`src/rtl/lab6_pkg.sv`:
```
// rtl/lab6_pkg.sv - shared constants for the lab6 universal shift register
package lab6_pkg;

   // Width of the shift register
   localparam int USR_W = 8;

   // Bit positions inside the control nibble
   localparam int SI_BIT  = 0;
   localparam int SH_BIT  = 1;
   localparam int SHL_BIT = 2;
   localparam int LD_BIT  = 3;

endpackage

```
`src/rtl/usr_bit_cell.sv`:
```
// rtl/usr_bit_cell.sv - next-state selector for one shift register bit
module usr_bit_cell (
   input  logic d_i,
   input  logic prev_i,
   input  logic left_i,
   input  logic right_i,
   input  logic ld_i,
   input  logic sh_i,
   input  logic shl_i,
   output logic nxt_o
);

   // Load beats shift; a left shift pulls from the lower (right) neighbour,
   // a right shift pulls from the higher (left) neighbour; otherwise hold.
   always_comb begin
      nxt_o = prev_i;
      if (ld_i) begin
         nxt_o = d_i;
      end else if (sh_i) begin
         nxt_o = shl_i ? right_i : left_i;
      end
   end

endmodule

```
`src/rtl/lab6_usr.sv`:
```
// rtl/lab6_usr.sv - 8-bit universal shift register with load, shift and hold
module lab6_usr
   import lab6_pkg::*;
(
   input  logic             clock,
   input  logic             reset,
   output logic [USR_W-1:0] out,
   input  logic [USR_W-1:0] prev,
   input  logic [3:0]       in1,
   input  logic [3:0]       in2,
   input  logic [3:0]       in3
);

   logic [USR_W-1:0] load_d;
   logic [USR_W-1:0] out_d;
   logic [USR_W-1:0] out_q;
   logic             si;
   logic             sh;
   logic             shl;
   logic             ld;

   assign load_d = {in2, in1};
   assign si     = in3[SI_BIT];
   assign sh     = in3[SH_BIT];
   assign shl    = in3[SHL_BIT];
   assign ld     = in3[LD_BIT];

   // One selector per bit; edge cells see SI where a neighbour is missing
   for (genvar i = 0; i < USR_W; i++) begin : g_cell
      logic left_nb;
      logic right_nb;

      if (i == USR_W - 1) begin : g_msb
         assign left_nb = si;
      end else begin : g_mid_l
         assign left_nb = prev[i+1];
      end

      if (i == 0) begin : g_lsb
         assign right_nb = si;
      end else begin : g_mid_r
         assign right_nb = prev[i-1];
      end

      usr_bit_cell u_cell (
         .d_i     (load_d[i]),
         .prev_i  (prev[i]),
         .left_i  (left_nb),
         .right_i (right_nb),
         .ld_i    (ld),
         .sh_i    (sh),
         .shl_i   (shl),
         .nxt_o   (out_d[i])
      );
   end

   // State register with synchronous clear taking priority over every operation
   always_ff @(posedge clock) begin
      if (reset) begin
         out_q <= '0;
      end else begin
         out_q <= out_d;
      end
   end

   assign out = out_q;

endmodule

```
`config.mk`:
```
export PLATFORM = sky130hd
export DESIGN_NAME = lab6_usr
export DESIGN_NICKNAME = d
export VERILOG_FILES = /design/src/rtl/lab6_pkg.sv /design/src/rtl/usr_bit_cell.sv /design/src/rtl/lab6_usr.sv
export SDC_FILE = /design/constraint.sdc
export NUM_CORES = 1
export LEC_CHECK = 0
export CORE_AREA = 10 10 48 50
export DETAILED_ROUTE_END_ITERATION = 16
export DIE_AREA = 0 0 58 60
export PLACE_DENSITY = 0.74
export SYNTH_ARGS = -nofsm -noshare
export SYNTH_HDL_FRONTEND = slang
export SYNTH_SLANG_ARGS = --single-unit
```
`constraint.sdc`:
```
create_clock -name clock -period 1.72 [get_ports clock]
set_clock_uncertainty 0.15 [all_clocks]
set_input_delay 0.344 -clock clock [delete_from_list [all_inputs] [get_ports clock]]
set_output_delay 0.344 -clock clock [all_outputs]
set_load 0.005 [all_outputs]
```
Word level (Yosys, flattened, before mapping)

Index checks and enable logic that the tools add are counted.

Mux-type cells: 24

Operator list:

| operator | count |
|---|---|
| $mux W1  | 24 |

Flip-flop bits (word level): 8
Input port bits: 22
Output and inout port bits: 8
Logic and storage cells: 25

Longest topological paths before layout

Gate-level depths: netlist of the first run.

Word-level depth: 3
Depth in mapped cells: 3
Mapped depth without buffers: 2

Modules after synthesis

A second synthesis of the first run with hierarchy kept.

Cells, all modules: 56
Area, all modules: 520.5 um^2

By module, submodules not included:

| module       | times used | cells each | area each (um^2) | seq. area each (um^2) |
|---|---|---|---|---|
| usr_bit_cell | 8          | 5          | 38.8             | 0.0 |
| lab6_usr     | 1          | 16         | 210.2            | 160.2 |

Least setup slack after synthesis of the first run

OpenSTA, ideal clock, no wires.

Kind: input port to flip-flop
Start: input in3[2]
End: register out_q[2] (netlist: out[2])
Library setup time: 122 ps
Arrival time: 1,077 ps
Required time: 1,448 ps
Path slack: 372 ps
Cell stages on the path: 3
Cells stage by stage: buf_6 mux2_4 a221o_1

Word-level cells in the longest chain between the ends: 3

RTL lines:

| item                 | line               | text |
|---|---|---|
| start, declared      | lab6_usr.sv:11     | `input logic [3:0] in3` |
| $mux W1              | usr_bit_cell.sv:20 | `nxt_o = shl_i ? right_i : left_i;` |
| $mux W1              | usr_bit_cell.sv:19 | `end else if (sh_i) begin` |
| $mux W1              | usr_bit_cell.sv:17 | `if (ld_i) begin` |
| end signal, assigned | lab6_usr.sv:62     | `out_q <= out_d;` |
| end, declared        | lab6_usr.sv:16     | `logic [USR_W-1:0] out_q;` |

Every way passes these cells.
A chain may end at the register's enable or synchronous reset.

Worst setup path in the final report of the first run

Start: input in3[1]
End: register out_q[6] (netlist: out[6])

Word-level cells in the longest chain between the ends: 2

RTL lines:

| item    | line |
|---|---|
| $mux W1 | usr_bit_cell.sv:19 |
| $mux W1 | usr_bit_cell.sv:17 |

Every way passes these cells.

==> reports/summary.txt, run 1 <==
Remaining antenna violation count -> 0
Area growth, synth to finish -> 78.6%
Synth area leader -> dfxtp_1
Number of iterations in the first detailed-routing pass -> 4
Crit path max fanout -> 9
Fraction of layout cells with a size suffix above 1 -> 0.177
Clk buf depth -> 2
Vias in the first global route -> 509
Min cycle time layout -> 1600 ps
Grt met2 use -> 0.137
Antenna violations before repair -> 0
Largest register FFs -> 8
CTS tree -> yes
Post-synth top area share -> 0.346
PwrDens -> 604 mW/mm^2
Starting density of the core -> 0.322
Final Setup Violations -> 0
Via count -> 482
Distinct cells, synth -> 14
Drt wl/cell -> 15.7 um
DR vias/cell -> 5.07
Most frequent cell after synthesis -> dfxtp_1
Async set or reset register ratio after synthesis -> 0
Critical path type -> input port to flip-flop
WHS -> 574 ps
Post-CTS Hold Buffers -> 0
Final hold vios -> 0
Synthesis Warnings -> 0
DP Worst Slack -> -144 ps
Max Slew Vio Count -> 0
Top cells by area, synth -> dfxtp_1 (35%), mux2i_1 (11%), or4b_1 (11%)
Final non-filler cell total -> 95
CP endpoint kind -> flip-flop
DRC viols -> 0
End point of the worst hold path -> out[1]$_SDFF_PP0_
Status -> finished, final reports clean
Pin count of the biggest net entering global routing -> 15
GR Layer Usage met1 -> 0.0878
Peak VDD IR -> 0.237 mV
Arrival @ worst endpoint -> 1610 ps
GRT busiest layer -> met2
Worst path required time -> 1730 ps
Routed WL -> 1.49 mm
Post-layout nets -> 103
Syn Inst Count -> 43
Diodes inserted -> 0
Total track usage -> 0.0838
Hold path startpoint -> in1[1]
Worst slew margin -> 0.786
Worst-Margin Slew -> 317 ps
PortBufs -> 29
Die Area -> 0.00348 sq mm
Setup Fix Bufs, Post-CTS -> 0
Yosys reg bits -> 8
Hold depth -> 2
Worst hold path class -> input port to flip-flop
Number of flops mapped to enable cells by yosys -> 0
Met3 Resource Use GR -> 0.0424
HPWL after DPL -> 1.26 mm
Final period util -> 0.930
Startpoint Class -> input port
Synthesized net count -> 65
Core Box Area -> 0.00144 sq mm
Resized cells post-CTS -> 0
Avg Inst Size Synth -> 10.8 sq um
Max Cap Viol -> 0
Clk slew on worst S/H paths -> 50 ps
Fmax -> 0.625 GHz
Die Y -> 60 um
Num CTS Buffers -> 3
First-pass GRT wire length -> 2.33 mm
Fin util -> 0.576
# clock sinks -> 8
I/O pin count -> 30
GRT overflow -> 0
Worst setup margin -> 121 ps
CTS H-tree depth -> 1
Synth Cell Area -> 463 sq um
Ys flop type -> dfxtp_1
RSZ-0062 raised after global routing -> no
Iter 0 DRT Violations -> 6
Post-synth top cells -> dfxtp_1 (8), mux2i_1 (5), nand2_1 (5), o221ai_1 (5), or4b_1 (5)
Dpl cells -> 92
GPL Wtd Cong -> 0.844
Clock root cell -> clkbuf_4
Sequential fraction of the synthesis area -> 0.346
P_leak -> 0.324 nW
Rows -> 14
Die span in x -> 58 um
==> placed cells by master, fill, tap and decap left out, drive strengths merged <==
| master | count |
|---|---|
| buf | 7 |
| a221o | 3 |
| or4b | 5 |
| dfxtp | 8 |
| nand2 | 5 |
| clkbuf | 3 |
| or3b | 1 |
| mux2i | 5 |
| nor4b | 3 |
| nor3b | 1 |
| mux2 | 3 |
| nor2b | 1 |
| clkdlybuf4s50 | 29 |
| o221ai | 5 |
==> through the flow <==
stage,TNS [ps],area (sq um),power [mW]
floorplan,0,463,0.260
global placement,-717,805,0.362
detailed placement,-851,805,0.365
CTS,0,827,0.503
global route,0,827,0.525
finish,0,827,0.500
==> critical path, cell delays in order <==
cell	delay [ps]
clkdlybuf4s50_1	620
or3b_4	450
o221ai_1	190
==> report_power, final <==
group	switching, mW	total [mW]	internal (mW)
sequential	0.00430	0.205	0.201
clock	0.0602	0.140	0.0796
combinational	0.0504	0.155	0.104
total	0.115	0.500	0.385
==> final cells by class <==
| cell class | instances | area (sq um) |
|---|---|---|
| clock buffers | 3 | 22.5 |
| fillers | 129 | 609 |
| flip-flops and latches | 8 | 160 |
| well taps | 16 | 20.0 |
| repair buffers | 36 | 343 |
| multi-input cells | 32 | 282 |
==> layer usage <==
metal / share of wire / vias to the layer above
met1: 0.40 / 208
met3: 0.12 / 2
met4: 0.0040 / 0
met2: 0.47 / 23
met5: 0 / -
li1: - / 249
==> worst max path at each step <==
stage	from	to	cells past startpoint	slack (ps)
finish	in3[1]	out[6]$_SDFF_PP0_	3	120
global placement	in3[1]	out[3]$_SDFF_PP0_	3	-100
global route	in3[1]	out[6]$_SDFF_PP0_	3	70
CTS	in3[1]	out[6]$_SDFF_PP0_	3	100
floorplan	in3[2]	out[2]$_SDFF_PP0_	3	370
detailed placement	in3[1]	out[6]$_SDFF_PP0_	3	-140
==> cell families (layout without fill, tap and decap cells) <==
family / count (synthesis) / in the layout / synth area share
muxes: 8 / 8 / 0.189
DFF: 8 / 8 / 0.346
and+or+nand+nor: 16 / 16 / 0.259
buffers and inverters: 3 / 39 / 0.0459
AOI/OAI and AO/OA: 8 / 8 / 0.159
(Power assumes the default switching activity.)
==> run 2: changes to the inputs <==
- CORE_AREA: 10 10 48 50 -> 10 10 47 49
- DIE_AREA: 0 0 58 60 -> 0 0 57 59
- DONT_BUFFER_PORTS: default -> 1
- PLACE_DENSITY: 0.74 -> default
==> reports/summary.txt, run 2 (synthesis results as in run 1) <==
Clk buf depth -> 2
Resized cells post-CTS -> 0
Hold path startpoint -> in1[2]
Fmax -> 0.935 GHz
Diodes inserted -> 0
Startpoint Class -> flip-flop
PwrDens -> 794 mW/mm^2
CTS tree -> yes
Post-layout nets -> 67
Antenna violations before repair -> 0
GRT overflow -> 0
Drt wl/cell -> 20.8 um
DP Worst Slack -> 492 ps
Most common cell after layout, fill and taps aside -> dfxtp_1
CP endpoint kind -> primary output
Gate power share -> 0.112
Largest register FFs -> 8
Internal -> 0.310 mW
Max Slew Vio Count -> 0
Commonest non-fill, non-tap cells in the layout -> dfxtp_1 (8), nand2_1 (5), mux2i_1 (5), or4b_1 (5), o221ai_1 (5)
Fraction of layout cells with a size suffix above 1 -> 0.163
Arrival @ worst endpoint -> 580 ps
Post-CTS Hold Buffers -> 0
Final period util -> 0.622
DR vias/cell -> 6.15
Max Cap Viol -> 0
Core Box Area -> 0.00140 sq mm
Die span in x -> 57 um
RSZ-0062 raised after global routing -> no
Crit path max fanout -> 1
# clock sinks -> 8
Iter 0 DRT Violations -> 6
Total negative slack -> 0 ps
Levels on crit path -> 0
Worst Setup SP -> out[2]$_SDFF_PP0_
Worst hold path class -> input port to flip-flop
Final Setup Violations -> 0
DRC viols -> 0
First-pass GRT wire length -> 1.91 mm
Fin util -> 0.346
Number of iterations in the first detailed-routing pass -> 4
Via count -> 363
P_leak -> 0.179 nW
Die Area -> 0.00336 sq mm
Total track usage -> 0.0743
Clock root cell -> clkbuf_4
Fillers -> 158
Worst setup margin -> 650 ps
Peak VDD IR -> 0.181 mV
PortBufs -> 0
Starting density of the core -> 0.330
WHS -> 92.0 ps
Seq pwr share -> 0.545
Worst-Margin Slew -> 360 ps
Routed WL -> 1.23 mm
Remaining antenna violation count -> 0
Final hold vios -> 0
Die Y -> 59 um
Hold depth -> 1
Worst slew margin -> 0.759
Vias in the first global route -> 378
GPL Wtd Cong -> 0.662
Rows -> 14
Clk slew on worst S/H paths -> 50 ps
I/O pin count -> 30
Area growth, synth to finish -> 4.59%
Num CTS Buffers -> 3
Worst path required time -> 1230 ps
Pin count of the biggest net entering global routing -> 17
Switching Share -> 0.194
Critical path type -> flip-flop to primary output
Net switching power -> 0.0745 mW
CTS H-tree depth -> 1
Min cycle time layout -> 1070 ps
Setup Fix Bufs, Post-CTS -> 0
Clock Power Share -> 0.343
Status -> finished, final reports clean
## run 2: power groups by stage
stage                     Sequential, mW  Combinational (mW)  Clock, mW
after floorplan                    0.211              0.0495          0
after global placement             0.215              0.0431          0
after detailed placement           0.215              0.0430          0
after CTS                          0.211              0.0433      0.137
after global routing               0.211              0.0471      0.150
final                              0.210              0.0429      0.132
## run 2: path summary, 6_finish.rpt
kind / to / slack [ps]
max: out[2] / 650
min: out[2]$_SDFF_PP0_ / 90
## run 2: area by class of cell
| class | count | area [sq um] | share of cell area |
|---|---|---|---|
| Clock buffer | 3 | 22.5 | 0.0465 |
| Sequential cell | 8 | 160 | 0.331 |
| Multi-Input combinational cell | 32 | 282 | 0.581 |
| Tap cell | 16 | 20.0 | 0.0413 |
## run 2: per-stage QoR
step	cell area [sq um]	total power, mW	std cells
3_5_place_dp	462	0.258	56
5_1_grt	484	0.409	59
4_1_cts	484	0.392	59
6_report	484	0.385	59
3_3_place_gp	462	0.258	56
2_1_floorplan	463	0.260	43
## run 2: layer usage
layer  routed length, um  GRT usage
met1                 434     0.0699
met2                 622      0.109
met3                 172     0.0472
met4                   0     0.0705
met5                   0          0
